## src/rtl/wb_stage.sv

```systemverilog
// -----------------------------------------------------------------------------
// wb_stage
//   Writeback stage of the 3-stage core and write-side initiator of the
//   register file. It accepts completed instructions from execute through a
//   valid/ready handshake. ALU/jump results go to the write port one cycle
//   after acceptance. A load parks the stage in WAIT_LOAD until the
//   data-memory response arrives. The response is then aligned,
//   sign/zero-extended and written one cycle later.
//
//   Optional feature macro: WB_BYPASS_EN
//     defined   : byp_* mirror the registered write port. In the mem_rvalid
//                 cycle they instead carry the aligned load data
//                 combinationally, for same-cycle forwarding into execute.
//     undefined : byp_* are tied to 0.
//
// Ports
//   clk, reset_n             core clock (rising edge), synchronous active-low reset
//   ex_valid / ex_ready      execute handshake
//   ex_regwen, ex_rd         write intent and destination register
//   ex_result                ALU/jump result (ignored for loads)
//   ex_is_load, ex_funct3,
//   ex_addr_lo               load marker, width/sign and byte offset
//   mem_rvalid, mem_rdata    single-cycle load response and raw word
//   rd_addr, wdata, RegWEn   registered register-file write port
//   pend_valid, pend_rd      outstanding-load info for hazard detection
//   byp_valid/rd/data        bypass port (WB_BYPASS_EN only)
//   spurious_rsp             sticky: response seen with no load pending
// -----------------------------------------------------------------------------
module wb_stage (
    input  logic        clk,
    input  logic        reset_n,
    input  logic        ex_valid,
    output logic        ex_ready,
    input  logic        ex_regwen,
    input  logic [4:0]  ex_rd,
    input  logic [31:0] ex_result,
    input  logic        ex_is_load,
    input  logic [2:0]  ex_funct3,
    input  logic [1:0]  ex_addr_lo,
    input  logic        mem_rvalid,
    input  logic [31:0] mem_rdata,
    output logic [4:0]  rd_addr,
    output logic [31:0] wdata,
    output logic        RegWEn,
    output logic        pend_valid,
    output logic [4:0]  pend_rd,
    output logic        byp_valid,
    output logic [4:0]  byp_rd,
    output logic [31:0] byp_data,
    output logic        spurious_rsp
);

    typedef enum logic [0:0] {
        IDLE      = 1'b0,
        WAIT_LOAD = 1'b1
    } state_t;

    state_t      state_q, state_d;

    // Load context captured at acceptance
    logic [4:0]  ld_rd_q, ld_rd_d;
    logic        ld_regwen_q, ld_regwen_d;
    logic [2:0]  ld_funct3_q, ld_funct3_d;
    logic [1:0]  ld_addr_lo_q, ld_addr_lo_d;

    // Registered write port
    logic [4:0]  rd_addr_q, rd_addr_d;
    logic [31:0] wdata_q, wdata_d;
    logic        regwen_q, regwen_d;
    logic        spurious_q, spurious_d;

    logic        load_done;
    logic        load_we;
    logic [31:0] load_data;

    // Select the addressed byte/half and extend to XLEN. Half selection
    // uses only lo[1]; word loads ignore lo entirely. Unlisted funct3
    // codes fall back to a full-word load.
    function automatic logic [31:0] load_align(input logic [31:0] word,
                                               input logic [2:0]  f3,
                                               input logic [1:0]  lo);
        logic signed [7:0]  byte_s;
        logic signed [15:0] half_s;
        logic [31:0]        res;
        byte_s = word[{lo, 3'b000} +: 8];
        half_s = lo[1] ? word[31:16] : word[15:0];
        case (f3)
            3'b000:  res = {{24{byte_s[7]}}, byte_s};
            3'b001:  res = {{16{half_s[15]}}, half_s};
            3'b100:  res = {24'd0, byte_s};
            3'b101:  res = {16'd0, half_s};
            default: res = word;
        endcase
        return res;
    endfunction

    assign load_done = (state_q == WAIT_LOAD) && mem_rvalid;
    assign load_we   = ld_regwen_q && (ld_rd_q != 5'd0);
    assign load_data = load_align(mem_rdata, ld_funct3_q, ld_addr_lo_q);

    always_comb begin
        state_d      = state_q;
        ld_rd_d      = ld_rd_q;
        ld_regwen_d  = ld_regwen_q;
        ld_funct3_d  = ld_funct3_q;
        ld_addr_lo_d = ld_addr_lo_q;
        rd_addr_d    = rd_addr_q;
        wdata_d      = wdata_q;
        regwen_d     = 1'b0;
        spurious_d   = spurious_q;
        ex_ready     = 1'b0;

        case (state_q)
            IDLE: begin
                ex_ready = 1'b1;
                // A response with nothing outstanding is dropped and flagged.
                if (mem_rvalid) begin
                    spurious_d = 1'b1;
                end
                if (ex_valid) begin
                    if (ex_is_load) begin
                        ld_rd_d      = ex_rd;
                        ld_regwen_d  = ex_regwen;
                        ld_funct3_d  = ex_funct3;
                        ld_addr_lo_d = ex_addr_lo;
                        state_d      = WAIT_LOAD;
                    end else begin
                        // x0 completes normally but never asserts the write.
                        rd_addr_d = ex_rd;
                        wdata_d   = ex_result;
                        regwen_d  = ex_regwen && (ex_rd != 5'd0);
                    end
                end
            end
            WAIT_LOAD: begin
                if (mem_rvalid) begin
                    rd_addr_d = ld_rd_q;
                    wdata_d   = load_data;
                    regwen_d  = load_we;
                    state_d   = IDLE;
                end
            end
            default: begin
                state_d = IDLE;
            end
        endcase
    end

    always_ff @(posedge clk) begin
        if (!reset_n) begin
            state_q      <= IDLE;
            ld_rd_q      <= 5'd0;
            ld_regwen_q  <= 1'b0;
            ld_funct3_q  <= 3'd0;
            ld_addr_lo_q <= 2'd0;
            rd_addr_q    <= 5'd0;
            wdata_q      <= 32'd0;
            regwen_q     <= 1'b0;
            spurious_q   <= 1'b0;
        end else begin
            state_q      <= state_d;
            ld_rd_q      <= ld_rd_d;
            ld_regwen_q  <= ld_regwen_d;
            ld_funct3_q  <= ld_funct3_d;
            ld_addr_lo_q <= ld_addr_lo_d;
            rd_addr_q    <= rd_addr_d;
            wdata_q      <= wdata_d;
            regwen_q     <= regwen_d;
            spurious_q   <= spurious_d;
        end
    end

    assign rd_addr      = rd_addr_q;
    assign wdata        = wdata_q;
    assign RegWEn       = regwen_q;
    assign spurious_rsp = spurious_q;

    // Pending drops in the response cycle so hazard logic can release
    // the dependent instruction as soon as the data is known.
    assign pend_valid = (state_q == WAIT_LOAD) && !mem_rvalid;
    assign pend_rd    = pend_valid ? ld_rd_q : 5'd0;

`ifdef WB_BYPASS_EN
    always_comb begin
        if (load_done) begin
            byp_valid = load_we;
            byp_rd    = ld_rd_q;
            byp_data  = load_data;
        end else begin
            byp_valid = regwen_q;
            byp_rd    = rd_addr_q;
            byp_data  = wdata_q;
        end
    end
`else
    assign byp_valid = 1'b0;
    assign byp_rd    = 5'd0;
    assign byp_data  = 32'd0;
`endif

endmodule

```

## config.mk

```make
export PLATFORM = sky130hd
export DESIGN_NAME = wb_stage
export DESIGN_NICKNAME = d
export VERILOG_FILES = /design/src/rtl/wb_stage.sv
export SDC_FILE = /design/constraint.sdc
export NUM_CORES = 1
export LEC_CHECK = 0
export CAP_MARGIN = 20
export CORE_AREA = 2 2 76 107
export CTS_BUF_LIST = sky130_fd_sc_hd__clkbuf_8
export CTS_CLUSTER_SIZE = 12
export DETAILED_ROUTE_END_ITERATION = 10
export DIE_AREA = 0 0 78 109
export PLACE_DENSITY = 0.91
export SYNTH_ARGS = -nofsm -noshare
export SYNTH_HDL_FRONTEND = slang
export SYNTH_SLANG_ARGS = --single-unit
```

## constraint.sdc

```tcl
create_clock -name clk -period 4.3 [get_ports clk]
set_input_delay 0.86 -clock clk [delete_from_list [all_inputs] [get_ports clk]]
set_output_delay 0.86 -clock clk [all_outputs]
set_load 0.05 [all_outputs]
```

==> results.yml <==
clock_network:
  cts-htree-levels: 2
  clock-sinks: 51
  post-cts-setup-buffers: 0
  root_buffer: "clkbuf_8"
  cts_hold_buf: 0
  clockBufferDepth: 2
  cts_tree: "done"
  cts_buffers: 5
  cts_resized: 0
  insertion_delay_ns: 0.32
  path_clk_slew_ns: 0.10
pwr:
  power_uw: 1333
  p_leak_uw: 0.001654
  combPwrFrac_pct: 37.7
  power_frac_seq_pct: 39.5
  p_sw_share_pct: 37.92
  power.density_nw_per_um2: 293.7
  power.net_switching_uw: 505.4
  power.internal_uw: 827.4
  peakVddDrop_mv: 0.3425
  pwr-share-clk_pct: 22.8
logic_synthesis:
  synth_top_family_by_area: "compound AO/OA/AOI/OAI gates"
  synthAdderAreaFrac_pct: 0
  synthFlopType: "dfxtp_1"
  ys_ff_latch: 51
  synth-simple-area-share_pct: 21.47
  synth_common_cells: "51 x dfxtp_1, 38 x buf_4, 34 x nor2_1, 31 x nand2_1, 28 x o21ai_0"
  synth_area_per_cell_um2: 8.127
  synthMuxAreaShare_pct: 5.887
  synthArstFlopShare_pct: 0
  synth_cells: 408
  yosysSeqAreaShare_pct: 30.79
  yosysMostFrequentCell: "dfxtp_1"
  synthTopCellsByArea: "dfxtp_1 31%, buf_4 8.6%, mux2i_1 5.4%"
  syn_area_um2: 3316
  ys_types: 43
  synth_compound_area_share_pct: 26.83
  synth_xor_area_share_pct: 0
  yosysWarnings: 0
  synth_top_area_share_pct: 30.79
  yosys.area.top_type: "dfxtp_1"
  synth_edf_count: 0
routing:
  routed.top_layer: "met4"
  met3WireLength_um: 645
  drt_iter0_drc: 146
  wl_met1_mm: 4.114
  dr_wl_met2_mm: 5.075
  routed_wl_mm: 10.07
  ant_nets: 0
  via_per_inst: 5.450
  wire_per_inst_um: 16.43
  num_vias: 3341
  drc: 0
  first_pass_iters: 4
floorplan:
  die_height_um: 109
  start_util_pct: 43.59
  dieArea_um2: 8502
  io_pins: 164
  die_w_um: 78
  coreArea_um2: 7607
  rows: 38
layout:
  synthToLayoutAreaGrowth_pct: 36.87
  drive_gt1_share_pct: 6.043
  final_nets: 592
  antenna_cells: 0
  fin_area_um2: 4538
  multi_input_area_um2: 1939
  nFillCells: 667
  register_area_um2: 1022
  stdcell_count: 613
setup_path:
  crit_cells: 4
  crit_arrival_ns: 2.61
  cp-end-kind: "output pin"
  crit_path_end: "pend_rd[0]"
  startpoint_type: "primary input"
  max_stage_delay_ns: 0.80
  r2r_start: "state_q"
  r2r_end: "wdata[1]"
  path_cells: "clkdlybuf4s50_1, nor2_1, and2_1, clkdlybuf4s50_1"
  r2r_slack_ns: 1.63
  reg2reg_depth: 5
  cp_top_family: "buffers and inverters"
  critPathBufInv: 2
  crit_required_ns: 3.44
  startpoint: "mem_rvalid"
  cp_max_fo: 7
  critPathKind: "in -> out"
  cp_slowest_cell: "clkdlybuf4s50_1"
  crit_top_cell: "clkdlybuf4s50_1"
place:
  dp.cells: 605
  dp_hpwl_mm: 7.563
  post-place-ws_ns: 0.8254
  gp_congestion: 0.8876
  place_area_um2: 4439
  port_buffers: 125
flow_run:
  cap_violations: 0
timing:
  fin_worst_skew_ns: 0.01246
  setup_violations: 0
  rsz0062_at_grt: "false"
  fin_crit_sh_pct: 80.63
  period_needed_ns: 3.467
  hold_viol: 0
  relSlewSlack_pct: 44.11
  tightestPinTransition_ns: 0.8365
  slew_violations: 0
  setup_tns_ns: 0
  setup_ws_ns: 0.8330
  max_freq_ghz: 0.2884
status:
  status: "complete, no violations"
global_routing:
  grt_pass1_vias: 3263
  grt_max_degree: 58
  grtUsageTotal_pct: 23.07
  grt_antenna_before_repair: 0
  grt_overflow: 0
  grt_pass1_wl_mm: 15.86
hold_path:
  hp-class: "reg -> reg"
layout make-up:
| cell class | count | share of cell area (%) |
|---|---|---|
| multi-input combinational | 309 | 42.74 |
| timing repair buffer | 132 | 28.73 |
| sequential | 51 | 22.53 |
| tap | 100 | 2.757 |
| clock buffer | 6 | 1.820 |
| inverter | 13 | 1.075 |
| clock inverter | 2 | 0.3584 |
routing by layer:
metal  track usage [%]  up-vias
li1                  -     1614
met1             27.48     1558
met2             40.46      150
met3             5.215       19
met4             8.521        0
met5                 0        -
metrics by stage:
step | utilization (%) | hold slack, ns
floorplan | - | 0.4594
global placement | 58.36 | 0.4477
detailed placement | 58.36 | 0.4531
CTS | 59.65 | 0.4690
global route | 59.65 | 0.4941
finish | 59.65 | 0.4661
worst min-delay path by stage:
stage / startpoint / endpoint / cells after the start / slack, ns
3_5_place_dp: wdata[10] / wdata[10] / 2 / 0.45
6_report: wdata[14] / wdata[14] / 2 / 0.47
4_1_cts: wdata[10] / wdata[10] / 2 / 0.47
5_1_grt: wdata[8] / wdata[8] / 2 / 0.49
2_1_floorplan: ld_regwen_q / RegWEn / 2 / 0.46
3_3_place_gp: wdata[13] / wdata[13] / 2 / 0.45
sequential cells by signal (all words and copies together), names as in the netlist:
register      cells
RegWEn            1
ld_rd_q           5
ld_funct3_q       3
ld_regwen_q       1
wdata            32
ld_addr_lo_q      2
rd_addr           5
spurious_rsp      1
state_q           1
cells in the final DEF, fill, tap and decap left out, types with 9 or more instances in the layout:
cell	count
nand2_1	31
a2bb2oi_2	10
a21oi_1	22
nand4_1	16
mux2i_1	18
clkdlybuf4s50_1	125
o21ai_0	28
o221ai_1	14
conb_1	38
o211ai_1	9
inv_1	12
nand3_1	16
nor2b_1	9
nor2_1	34
dfxtp_1	50
power groups by stage:
stage | sequential, uW | combinational [uW] | clock (uW)
5_1_grt | 531 | 529 | 324
6_report | 526 | 502 | 304
2_1_floorplan | 621 | 274 | 0
4_1_cts | 526 | 501 | 305
3_3_place_gp | 536 | 491 | 0
3_5_place_dp | 537 | 499 | 0
logic make-up after synthesis:
family	count (synthesis)
compound gates	115
mux	19
other cells	1
buf+inv	85
flops	51
simple gates	137
worst register-to-register path, stage by stage, from the launching register on:
cell     delay, ns
dfxtp_2       0.34
buf_4         0.49
nand2_1       0.67
a21oi_4       0.60
nand2_1       0.28
o22ai_1       0.20
No activity file was read; power rests on OpenSTA's default activity.
